<file path="src/rtl/ysyx_24100005_rf_wb_arbiter_pkg.sv">
// Shared constants and types for the register-file write-back arbiter
// and its busy scoreboard.
package ysyx_24100005_rf_wb_arbiter_pkg;

    localparam int SRC_EXU   = 0;
    localparam int SRC_LSU   = 1;
    localparam int NR_WB_SRC = 2;
    localparam int NR_REGS   = 32;

    typedef enum logic {
        WB_EXU = 1'b0,
        WB_LSU = 1'b1
    } wb_src_e;

    // Mux key: the top bit marks a live transfer, so an idle port selects no entry.
    function automatic logic [1:0] wb_key(input logic fire, input wb_src_e src);
        return {fire, src};
    endfunction

endpackage

</file>
<file path="src/rtl/ysyx_24100005_rf_wb_arbiter_if.sv">
// Write-back, issue and busy-query signals between the EXU/LSU/IDU
// and the register-file write-back arbiter.
interface ysyx_24100005_rf_wb_arbiter_if #(
    parameter int ADDR_WIDTH = 5,
    parameter int DATA_WIDTH = 32
);
    logic                  exu_valid;
    logic                  exu_ready;
    logic [ADDR_WIDTH-1:0] exu_waddr;
    logic [DATA_WIDTH-1:0] exu_wdata;

    logic                  lsu_valid;
    logic                  lsu_ready;
    logic [ADDR_WIDTH-1:0] lsu_waddr;
    logic [DATA_WIDTH-1:0] lsu_wdata;

    logic                  iss_valid;
    logic                  iss_ready;
    logic [ADDR_WIDTH-1:0] iss_rd;

    logic [ADDR_WIDTH-1:0] rs1addr;
    logic [ADDR_WIDTH-1:0] rs2addr;
    logic                  rs1_busy;
    logic                  rs2_busy;

    logic                  rf_wen;
    logic [ADDR_WIDTH-1:0] rf_waddr;
    logic [DATA_WIDTH-1:0] rf_wdata;

    modport master (
        output exu_valid, exu_waddr, exu_wdata,
        output lsu_valid, lsu_waddr, lsu_wdata,
        output iss_valid, iss_rd, rs1addr, rs2addr,
        input  exu_ready, lsu_ready, iss_ready, rs1_busy, rs2_busy,
        input  rf_wen, rf_waddr, rf_wdata
    );

    modport slave (
        input  exu_valid, exu_waddr, exu_wdata,
        input  lsu_valid, lsu_waddr, lsu_wdata,
        input  iss_valid, iss_rd, rs1addr, rs2addr,
        output exu_ready, lsu_ready, iss_ready, rs1_busy, rs2_busy,
        output rf_wen, rf_waddr, rf_wdata
    );

endinterface

</file>
<file path="src/rtl/ysyx_24100005_rf_scoreboard.sv">
// Per-register busy bitmap: set on issue, cleared on write-back, with two
// query ports for decode and the issue stall for the destination register.
module ysyx_24100005_rf_scoreboard
    import ysyx_24100005_rf_wb_arbiter_pkg::*;
#(
    parameter int ADDR_WIDTH = 5
) (
    input  logic                  clk,
    input  logic                  rst,
    input  logic                  iss_valid,
    input  logic [ADDR_WIDTH-1:0] iss_rd,
    output logic                  iss_ready,
    input  logic                  wb_fire,
    input  logic [ADDR_WIDTH-1:0] wb_addr,
    input  logic [ADDR_WIDTH-1:0] rs1addr,
    input  logic [ADDR_WIDTH-1:0] rs2addr,
    output logic                  rs1_busy,
    output logic                  rs2_busy
);

    logic [NR_REGS-1:0] busy;
    logic [NR_REGS-1:0] busy_nxt;
    logic               iss_fire;

    assign iss_ready = !rst && (iss_rd == '0 || !busy[iss_rd]);
    assign iss_fire  = iss_valid && iss_ready;

    // Set is applied after clear so a same-register collision leaves the bit set.
    always_comb begin
        busy_nxt = busy;
        if (wb_fire) begin
            busy_nxt[wb_addr] = 1'b0;
        end
        if (iss_fire) begin
            busy_nxt[iss_rd] = 1'b1;
        end
        busy_nxt[0] = 1'b0;
    end

    always_ff @(posedge clk) begin
        if (rst) begin
            busy <= '0;
        end else begin
            busy <= busy_nxt;
        end
    end

    assign rs1_busy = !rst && busy[rs1addr];
    assign rs2_busy = !rst && busy[rs2addr];

    always_ff @(posedge clk) begin
        if (!rst && wb_fire && wb_addr != '0) begin
            wb_to_idle_reg: assert (busy[wb_addr])
                else $error("write-back to non-busy register x%0d", wb_addr);
        end
    end

endmodule

</file>
<file path="src/rtl/ysyx_24100005_rf_wb_arbiter.sv">
// Round-robin arbiter sharing the register-file write port between EXU and
// LSU write-back, plus the busy scoreboard that gates issue.
module ysyx_24100005_rf_wb_arbiter
    import ysyx_24100005_rf_wb_arbiter_pkg::*;
#(
    parameter int ADDR_WIDTH = 5,
    parameter int DATA_WIDTH = 32
) (
    input  logic                            clk,
    input  logic                            rst,
    ysyx_24100005_rf_wb_arbiter_if.slave    bus
);

    logic                  exu_req;
    logic                  lsu_req;
    logic                  grant_exu;
    logic                  grant_lsu;
    logic                  wb_fire;
    wb_src_e               wb_src;
    wb_src_e               last_grant;
    logic [0:0]            last_grant_q;
    logic [ADDR_WIDTH-1:0] wb_addr;
    logic [DATA_WIDTH-1:0] wb_data;

    assign exu_req = bus.exu_valid && !rst;
    assign lsu_req = bus.lsu_valid && !rst;

    // Under contention the source that did not win last time goes first.
    always_comb begin
        grant_exu = 1'b0;
        grant_lsu = 1'b0;
        if (exu_req && lsu_req) begin
            if (last_grant == WB_LSU) begin
                grant_exu = 1'b1;
            end else begin
                grant_lsu = 1'b1;
            end
        end else begin
            grant_exu = exu_req;
            grant_lsu = lsu_req;
        end
    end

    assign wb_fire       = grant_exu || grant_lsu;
    assign wb_src        = grant_lsu ? WB_LSU : WB_EXU;
    assign bus.exu_ready = grant_exu;
    assign bus.lsu_ready = grant_lsu;

    ysyx_24100005_reg #(
        .WIDTH     (1),
        .RESET_VAL (1'b1)
    ) u_last_grant (
        .clk  (clk),
        .rst  (rst),
        .din  (wb_src),
        .dout (last_grant_q),
        .wen  (wb_fire)
    );
    assign last_grant = wb_src_e'(last_grant_q);

    ysyx_24100005_mux_key #(
        .NR_KEY   (NR_WB_SRC),
        .KEY_LEN  (2),
        .DATA_LEN (ADDR_WIDTH)
    ) u_addr_mux (
        .out (wb_addr),
        .key (wb_key(wb_fire, wb_src)),
        .lut ({wb_key(1'b1, WB_LSU), bus.lsu_waddr,
               wb_key(1'b1, WB_EXU), bus.exu_waddr})
    );

    ysyx_24100005_mux_key #(
        .NR_KEY   (NR_WB_SRC),
        .KEY_LEN  (2),
        .DATA_LEN (DATA_WIDTH)
    ) u_data_mux (
        .out (wb_data),
        .key (wb_key(wb_fire, wb_src)),
        .lut ({wb_key(1'b1, WB_LSU), bus.lsu_wdata,
               wb_key(1'b1, WB_EXU), bus.exu_wdata})
    );

    // x0 writes still complete the handshake but never reach the port.
    assign bus.rf_wen   = wb_fire && wb_addr != '0;
    assign bus.rf_waddr = wb_addr;
    assign bus.rf_wdata = wb_data;

    ysyx_24100005_rf_scoreboard #(
        .ADDR_WIDTH (ADDR_WIDTH)
    ) u_scoreboard (
        .clk       (clk),
        .rst       (rst),
        .iss_valid (bus.iss_valid),
        .iss_rd    (bus.iss_rd),
        .iss_ready (bus.iss_ready),
        .wb_fire   (wb_fire),
        .wb_addr   (wb_addr),
        .rs1addr   (bus.rs1addr),
        .rs2addr   (bus.rs2addr),
        .rs1_busy  (bus.rs1_busy),
        .rs2_busy  (bus.rs2_busy)
    );

endmodule

// Register with write enable and synchronous reset to RESET_VAL.
module ysyx_24100005_reg #(
    parameter int               WIDTH     = 1,
    parameter logic [WIDTH-1:0] RESET_VAL = '0
) (
    input  logic             clk,
    input  logic             rst,
    input  logic [WIDTH-1:0] din,
    output logic [WIDTH-1:0] dout,
    input  logic             wen
);

    always_ff @(posedge clk) begin
        if (rst) begin
            dout <= RESET_VAL;
        end else if (wen) begin
            dout <= din;
        end
    end

endmodule

// Keyed mux: lut packs {key, data} pairs; an unmatched key yields zero.
module ysyx_24100005_mux_key #(
    parameter int NR_KEY   = 2,
    parameter int KEY_LEN  = 1,
    parameter int DATA_LEN = 1
) (
    output logic [DATA_LEN-1:0]                  out,
    input  logic [KEY_LEN-1:0]                   key,
    input  logic [NR_KEY*(KEY_LEN+DATA_LEN)-1:0] lut
);

    localparam int PAIR_LEN = KEY_LEN + DATA_LEN;

    always_comb begin
        out = '0;
        for (int i = 0; i < NR_KEY; i++) begin
            if (lut[i*PAIR_LEN+DATA_LEN +: KEY_LEN] == key) begin
                out = lut[i*PAIR_LEN +: DATA_LEN];
            end
        end
    end

endmodule

</file>
<file path="src/flat_wrapper.sv">
// flat-port wrapper written by rule: the top's interface ports become plain ports
module ysyx_24100005_rf_wb_arbiter_flat import ysyx_24100005_rf_wb_arbiter_pkg::*;
#(
    parameter int ADDR_WIDTH = 5,
    parameter int DATA_WIDTH = 32
)
  (clk, rst, bus_exu_valid, bus_exu_waddr, bus_exu_wdata, bus_lsu_valid, bus_lsu_waddr, bus_lsu_wdata, bus_iss_valid, bus_iss_rd, bus_rs1addr, bus_rs2addr, bus_exu_ready, bus_lsu_ready, bus_iss_ready, bus_rs1_busy, bus_rs2_busy, bus_rf_wen, bus_rf_waddr, bus_rf_wdata);
  ysyx_24100005_rf_wb_arbiter_if #(.ADDR_WIDTH(ADDR_WIDTH), .DATA_WIDTH(DATA_WIDTH)) bus_i ();
  input  logic clk;
  input  logic rst;
  input wire logic [$bits(bus_i.exu_valid)-1:0] bus_exu_valid;
  input wire logic [$bits(bus_i.exu_waddr)-1:0] bus_exu_waddr;
  input wire logic [$bits(bus_i.exu_wdata)-1:0] bus_exu_wdata;
  input wire logic [$bits(bus_i.lsu_valid)-1:0] bus_lsu_valid;
  input wire logic [$bits(bus_i.lsu_waddr)-1:0] bus_lsu_waddr;
  input wire logic [$bits(bus_i.lsu_wdata)-1:0] bus_lsu_wdata;
  input wire logic [$bits(bus_i.iss_valid)-1:0] bus_iss_valid;
  input wire logic [$bits(bus_i.iss_rd)-1:0] bus_iss_rd;
  input wire logic [$bits(bus_i.rs1addr)-1:0] bus_rs1addr;
  input wire logic [$bits(bus_i.rs2addr)-1:0] bus_rs2addr;
  output wire logic [$bits(bus_i.exu_ready)-1:0] bus_exu_ready;
  output wire logic [$bits(bus_i.lsu_ready)-1:0] bus_lsu_ready;
  output wire logic [$bits(bus_i.iss_ready)-1:0] bus_iss_ready;
  output wire logic [$bits(bus_i.rs1_busy)-1:0] bus_rs1_busy;
  output wire logic [$bits(bus_i.rs2_busy)-1:0] bus_rs2_busy;
  output wire logic [$bits(bus_i.rf_wen)-1:0] bus_rf_wen;
  output wire logic [$bits(bus_i.rf_waddr)-1:0] bus_rf_waddr;
  output wire logic [$bits(bus_i.rf_wdata)-1:0] bus_rf_wdata;
  assign bus_i.exu_valid = bus_exu_valid;
  assign bus_i.exu_waddr = bus_exu_waddr;
  assign bus_i.exu_wdata = bus_exu_wdata;
  assign bus_i.lsu_valid = bus_lsu_valid;
  assign bus_i.lsu_waddr = bus_lsu_waddr;
  assign bus_i.lsu_wdata = bus_lsu_wdata;
  assign bus_i.iss_valid = bus_iss_valid;
  assign bus_i.iss_rd = bus_iss_rd;
  assign bus_i.rs1addr = bus_rs1addr;
  assign bus_i.rs2addr = bus_rs2addr;
  assign bus_exu_ready = bus_i.exu_ready;
  assign bus_lsu_ready = bus_i.lsu_ready;
  assign bus_iss_ready = bus_i.iss_ready;
  assign bus_rs1_busy = bus_i.rs1_busy;
  assign bus_rs2_busy = bus_i.rs2_busy;
  assign bus_rf_wen = bus_i.rf_wen;
  assign bus_rf_waddr = bus_i.rf_waddr;
  assign bus_rf_wdata = bus_i.rf_wdata;
  ysyx_24100005_rf_wb_arbiter #(.ADDR_WIDTH(ADDR_WIDTH), .DATA_WIDTH(DATA_WIDTH)) u_core (.clk(clk), .rst(rst), .bus(bus_i));
endmodule
</file>
<file path="config.mk">
export PLATFORM = sky130hd
export DESIGN_NAME = ysyx_24100005_rf_wb_arbiter_flat
export DESIGN_NICKNAME = d
export VERILOG_FILES = /design/src/rtl/ysyx_24100005_rf_wb_arbiter_pkg.sv /design/src/rtl/ysyx_24100005_rf_wb_arbiter_if.sv /design/src/rtl/ysyx_24100005_rf_scoreboard.sv /design/src/rtl/ysyx_24100005_rf_wb_arbiter.sv /design/src/flat_wrapper.sv
export SDC_FILE = /design/constraint.sdc
export NUM_CORES = 1
export LEC_CHECK = 0
export ABC_AREA = 1
export BUFFER_PORTS_ARGS = -buffer_cell sky130_fd_sc_hd__buf_2
export CORE_MARGIN = 2
export CORE_UTILIZATION = 48
export CTS_CLUSTER_DIAMETER = 40
export DETAILED_ROUTE_END_ITERATION = 8
export GPL_ROUTABILITY_DRIVEN = 0
export GPL_TIMING_DRIVEN = 1
export PLACE_DENSITY = 0.82
export SLEW_MARGIN = 20
export SYNTH_ARGS = -nofsm -noshare
export SYNTH_HDL_FRONTEND = slang
export SYNTH_SLANG_ARGS = --single-unit
</file>
<file path="constraint.sdc">
create_clock -name clk -period 1.9 [get_ports clk]
set_input_delay 0 -clock clk [delete_from_list [all_inputs] [get_ports clk]]
set_output_delay 0 -clock clk [all_outputs]
set_load 0.01 [all_outputs]
</file>
After elaboration in Yosys (flattened, before gate mapping)
Index checks and enable logic that the tools add are counted.
- bits in registers: 33
- input bits: 94
- output and inout bits: 43
- magnitude comparators: 6
- eq/ne operators: 2
- muxes and demuxes: 21
- bitwise gates (word level): 3
- reductions and logical operators: 16
- operator list (operator ; count):
    2-to-1 mux 32 bit ; 4
    AND 32 bit ; 1
    inverter 32 bit ; 1
    bitwise OR 32 bit ; 1
    less-than comparator 5 x 6 -> 1 bit, second input constant ; 4
    binary-select mux 1 bit (select 5 bit) ; 3
    demux 1 bit (select 5 bit) ; 2
    >= comparator 5 x 1 -> 1 bit, second input constant ; 2
    logical AND 1 bit ; 10
    2-to-1 mux 1 bit ; 10
    2-to-1 mux 5 bit ; 2
    zero test 5 bit ; 1
    nonzero test 5 bit ; 1
    equality test 2 bit, first input constant ; 2
    zero test 1 bit ; 2
    logical OR 1 bit ; 2

Depth between registers and ports, before layout
- depth in word-level cells: 17
- depth in mapped cells: 15

By module
Synthesis repeated with hierarchy kept, for this count alone.
- cells, all modules: 601
- area, all modules: 3585.9 um^2
- by module, submodules not included (module ; times used ; cells an instance ; area each (um^2) ; sequential area each (um^2)):
    ysyx_24100005_rf_scoreboard ; 1 ; 418 ; 2692.6 ; 620.6
    ysyx_24100005_mux_key at u_core.u_data_mux ; 1 ; 126 ; 611.8 ; 0.0
    ysyx_24100005_mux_key at u_core.u_addr_mux ; 1 ; 36 ; 161.4 ; 0.0
    ysyx_24100005_rf_wb_arbiter ; 1 ; 15 ; 72.6 ; 0.0
    ysyx_24100005_reg ; 1 ; 6 ; 47.5 ; 20.0

Least setup slack after synthesis
Ideal clock, no wire load.
- kind: register to register
- start: register u_core.u_last_grant.dout
- end: register u_core.u_scoreboard.busy[10]
- setup time: 0.132 ns
- data arrival time: 1.357 ns
- required time: 1.768 ns
- setup slack: 0.410 ns
- cell stages (with the launch flop): 10
- path buffers: 0
- clock period less this slack: 1.490 ns
- cell sequence: dfxtp_1 inv_1 nand2_1 nand3_2 o22ai_2 inv_1 nor2_1 nand3_1 nand2_1 a21oi_1
- longest elaborated chain between the ends: 15
- RTL lines (what ; line ; source):
    start: declaration ; ysyx_24100005_rf_wb_arbiter.sv:114 ; output logic [WIDTH-1:0] dout,
    start signal: assignment ; ysyx_24100005_rf_wb_arbiter.sv:122 ; dout <= din;
    2-to-1 mux 1 bit ; ysyx_24100005_rf_wb_arbiter.sv:33 ; if (last_grant == WB_LSU) begin
    2-to-1 mux 1 bit ; ysyx_24100005_rf_wb_arbiter.sv:32 ; if (exu_req && lsu_req) begin
    2-to-1 mux 1 bit or logical OR 1 bit (tied branches) ; ysyx_24100005_rf_wb_arbiter.sv:45, ysyx_24100005_rf_wb_arbiter.sv:44 ;
    equality test 2 bit ; ysyx_24100005_rf_wb_arbiter.sv:144 ; if (lut[i*PAIR_LEN+DATA_LEN +: KEY_LEN] == key) begin
    2-to-1 mux 5 bit ; ysyx_24100005_rf_wb_arbiter.sv:144 ;
    2-to-1 mux 5 bit (*) ; ysyx_24100005_rf_wb_arbiter.sv:144 ;
    via bus_rf_waddr[3] ; flat_wrapper.sv:27 ; output wire logic [$bits(bus_i.rf_waddr)-1:0] bus_rf_waddr;
    less-than comparator 5 x 6 -> 1 bit (not written as such) or >= comparator 5 x 1 -> 1 bit (tied branches) ; ysyx_24100005_rf_scoreboard.sv:32 ; busy_nxt[wb_addr] = 1'b0;
    logical AND 1 bit (not written as such) ; ysyx_24100005_rf_scoreboard.sv:32 ;
    2-to-1 mux 1 bit (not written as such) ; ysyx_24100005_rf_scoreboard.sv:32 ;
    demux 1 bit (select 5 bit) (*) ; ysyx_24100005_rf_scoreboard.sv:32 ;
    inverter 32 bit (no source line) (*) ; - ;
    AND 32 bit (no source line) (*) ; - ;
    2-to-1 mux 32 bit (*) ; ysyx_24100005_rf_scoreboard.sv:31 ; if (wb_fire) begin
    bitwise OR 32 bit (no source line) ; - ;
    2-to-1 mux 32 bit (*) ; ysyx_24100005_rf_scoreboard.sv:34 ; if (iss_fire) begin
    end signal: assignment ; ysyx_24100005_rf_scoreboard.sv:44 ; busy <= busy_nxt;
    end: declaration ; ysyx_24100005_rf_scoreboard.sv:21 ; logic [NR_REGS-1:0] busy;
The timed path passes the listed nets; every way through them passes the cells marked *.
A chain may end at the register's enable or synchronous reset.

Worst setup path in the final report
- start: input port bus_exu_valid
- end: output port bus_rf_wdata[30]
- longest elaborated chain between the ends: 7
- RTL lines (what ; line ; source):
    start: declaration ; flat_wrapper.sv:11 ; input wire logic [$bits(bus_i.exu_valid)-1:0] bus_exu_valid;
    logical AND 1 bit (*) ; ysyx_24100005_rf_wb_arbiter.sv:25 ; assign exu_req = bus.exu_valid && !rst;
    logical AND 1 bit ; ysyx_24100005_rf_wb_arbiter.sv:32 ;
    2-to-1 mux 1 bit ; ysyx_24100005_rf_wb_arbiter.sv:32 ;
    2-to-1 mux 1 bit or logical OR 1 bit (tied branches) ; ysyx_24100005_rf_wb_arbiter.sv:45, ysyx_24100005_rf_wb_arbiter.sv:44 ;
    equality test 2 bit ; ysyx_24100005_rf_wb_arbiter.sv:144 ;
    2-to-1 mux 32 bit ; ysyx_24100005_rf_wb_arbiter.sv:144 ;
    2-to-1 mux 32 bit (*) ; ysyx_24100005_rf_wb_arbiter.sv:144 ;
    end: declaration ; flat_wrapper.sv:28 ; output wire logic [$bits(bus_i.rf_wdata)-1:0] bus_rf_wdata;
Every way passes the cells marked *; elsewhere a longest branch is shown, timed or not.

==> results_dict.tcl <==
set metrics [dict create \
    dr.pass1.iters 5 \
    hp-class "in -> reg" \
    cp_max_fo 33 \
    synth_largest_area_cell "dfxtp_1" \
    synthesis.nets 593 \
    h-tree-depth 2 \
    start_kind "input port" \
    die-width_microns 81.8 \
    n_fill_cell 553 \
    placementRows 28 \
    wl_met2_microns 5040 \
    design.portCount 137 \
    layout.area.seq_sq_um 641 \
    timing.critical_path.cells "dlygate4sd3_1 -> buf_2 -> a21boi_1 -> nand2_2 -> inv_1 -> buf_6 -> a22o_1 -> buf_2" \
    max-cap-violations 0 \
    multi_input_area_sq_um 2000 \
    fmax_ghz 0.570 \
    routed_wl_microns 11200 \
    ff2ff_path_depth 8 \
    n_antenna_cell 0 \
    grt_pass1_vias 3440 \
    min_from "bus_iss_rd[3]" \
    cp_data_arrival_time_ns 1.76 \
    drt_iter0_markers 495 \
    rr_endpoint "u_core.u_scoreboard.busy[21]" \
    power.leakage_uw 0.00181 \
    setup_viol 0 \
    synth_top_area_share_pct 22.0 \
    cp_slowest_cell "dlygate4sd3_1" \
    viasPerCell 5.85 \
    yosys-top-cells-area "dfxtp_1, nand2_1, a22o_1, nand3_1, nor2_1" \
    finalPower_uw 1820 \
    die_area_sq_um 6690 \
    fin_crit_ns 1.76 \
    syn_area_sq_um 2910 \
    route.detailed.drc 0 \
    cts_buffers 5 \
    worst_pin_slew_ns 0.590 \
    num_vias 4098 \
    timing.hold.ws_ns 0.213 \
    regToRegStartpoint "u_core.u_last_grant.dout" \
    finClkSkew_ns 0.00679 \
    syn_inst 499 \
    die_h_microns 81.8 \
    synth_most_common_cell "nand2_1" \
    clk-insertion-delay-late_ns 0.29 \
    ys_warn_count 0 \
    post_drt_wl_per_cell_microns 16.0 \
    yosys-top-cells-count "nand2_1, nor2_1, nand3_1" \
    numClockSinks 32 \
    design_area_sq_um 3760 \
    wl_met3_microns 1390 \
    synth_seq_cells 32 \
    required_ns 1.90 \
    drive_gt1_share_pct 25.9 \
    outcome "completed" \
    grt_max_degree 34 \
    dpl.hpwl_microns 8360 \
    rrSetupSlack_ns 0.25 \
    cts.clk_slew.worst_paths_ns 0.06 \
    syn_avg_cell_area_sq_um 5.82 \
    max_slew_margin_pct 60.6 \
    finalNetCount 719 \
    synth.distinct_cells 23 \
    ys_seq_area_share_pct 22.0 \
    worstSetupEndpointType "primary output" \
    routedLengthMet1_microns 4520 \
    setup-tns-final_ns 0 \
    gr-total-overflow 0 \
    path_buf_inv 5 \
    synth-main-ff-cell "dfxtp_1" \
    critPathMaxStageDelay_ns 0.54 \
    core-area_sq_um 5890 \
    period_share_pct 92.4 \
    initial_utilization_pct 49.4 \
    top_layer "met4" \
    io_buffers 136 \
    cts_tree "built" \
    hold_path_depth 6 \
    hold_violations 0 \
    synth-edff-count 0 \
    grt_usage_pct 32.2 \
    critPathTopFamily "buffers and inverters" \
    drv_slew 0 \
    crit_path_frequent_cell "buf_2" \
    antenna_found_initial 0 \
    worstHoldEndpoint "u_core.u_scoreboard.busy[1]" \
    area_growth_pct 29.5 \
    worstSetupPathType "in -> out" \
    rsz0062_at_grt "true" \
    root_buffer "clkbuf_8" \
    cts_buffer_depth 2 \
    ant_nets 0 \
    grt_pass1_wl_microns 16800 \
    ir_drop_mv 0.325 \
    dpl_cell_area_sq_um 3580 \
    ys_async_sr_fraction_pct 0 \
    powerDensity_nw_per_um2 484 \
]
-- layout make-up --
type                            instances  area share, %
Multi-Input combinational cell        394           53.1
Timing Repair Buffer                  145           20.2
Sequential cell                        32           17.0
Inverter                               47           4.76
Tap cell                               75           2.50
Clock buffer                            8           2.40
-- registers in the layout, indices dropped and copies added, names as in the netlist --
| name | cells |
|---|---|
| u_core.u_last_grant.dout | 1 |
| u_core.u_scoreboard.busy | 31 |
-- per-stage QoR --
stage / cells / worst slack [ns] / util [%]
5_1_grt: 701 / -0.00556 / 63.9
4_1_cts: 700 / 0.118 / 62.8
3_3_place_gp: 690 / 0.240 / 60.9
2_1_floorplan: 499 / 0.410 / -
6_report: 701 / 0.144 / 63.9
3_5_place_dp: 690 / 0.213 / 60.9
-- kinds of logic (layout without fill, tap and decap cells) --
family	Yosys count	in the layout	synth area share [%]
buffers and inverters	73	200	11.0
and+or+nand+nor	249	249	35.3
AOI/OAI and AO/OA	145	145	31.6
DFF	32	32	22.0
-- worst max-delay path by stage --
stage,slack (ns),end,start,depth (start not counted)
floorplan,0.41,u_core.u_scoreboard.busy[10],u_core.u_last_grant.dout,9
global placement,0.24,u_core.u_scoreboard.busy[19],u_core.u_last_grant.dout,9
detailed placement,0.21,u_core.u_scoreboard.busy[19],u_core.u_last_grant.dout,9
CTS,0.12,u_core.u_scoreboard.busy[19],bus_exu_valid,10
global route,-0.006,u_core.u_scoreboard.busy[13],bus_exu_valid,8
finish,0.14,bus_rf_wdata[30],bus_exu_valid,8
-- layer usage --
metal  vias up  track usage, %
met2       286            47.6
met1      1825            45.3
li1       1951               -
met3        36            7.25
met5         -               0
met4         0            12.2
-- placed cells by master (no fill, tap or decap), types with 6 or more instances in the layout --
| cell | count |
|---|---|
| o21ai_1 | 8 |
| o21ai_0 | 45 |
| clkbuf_8 | 6 |
| dfxtp_1 | 32 |
| nor2_1 | 70 |
| a21oi_1 | 41 |
| nand3_1 | 54 |
| nand2_1 | 112 |
| inv_1 | 44 |
| nor3_1 | 8 |
| a22o_1 | 32 |
| buf_2 | 136 |
-- tightest hold or removal path: stages --
cell	delay, ns
buf_2	0.12
nor3_1	0.06
inv_1	0.09
nor2_1	0.04
nand3_1	0.07
a21oi_1	0.05
-- where the power goes --
part | total, uW | leakage [uW] | internal, uW | switching (uW)
registers | 685 | 0.000258 | 677 | 7.48
clock network | 546 | 0.0000455 | 295 | 251
logic | 591 | 0.00151 | 229 | 362
total | 1820 | 0.00181 | 1200 | 620
-- what timing repair did --
item / CTS / global route
resized for setup: 0 / 11
buffers inserted: 0 / 1
hold buffers: 2 / 0
endpoints found under the hold margin: 1 / 0
setup endpoints to repair: 0 / 25
Note: power is estimated with default switching activity, not from simulation.
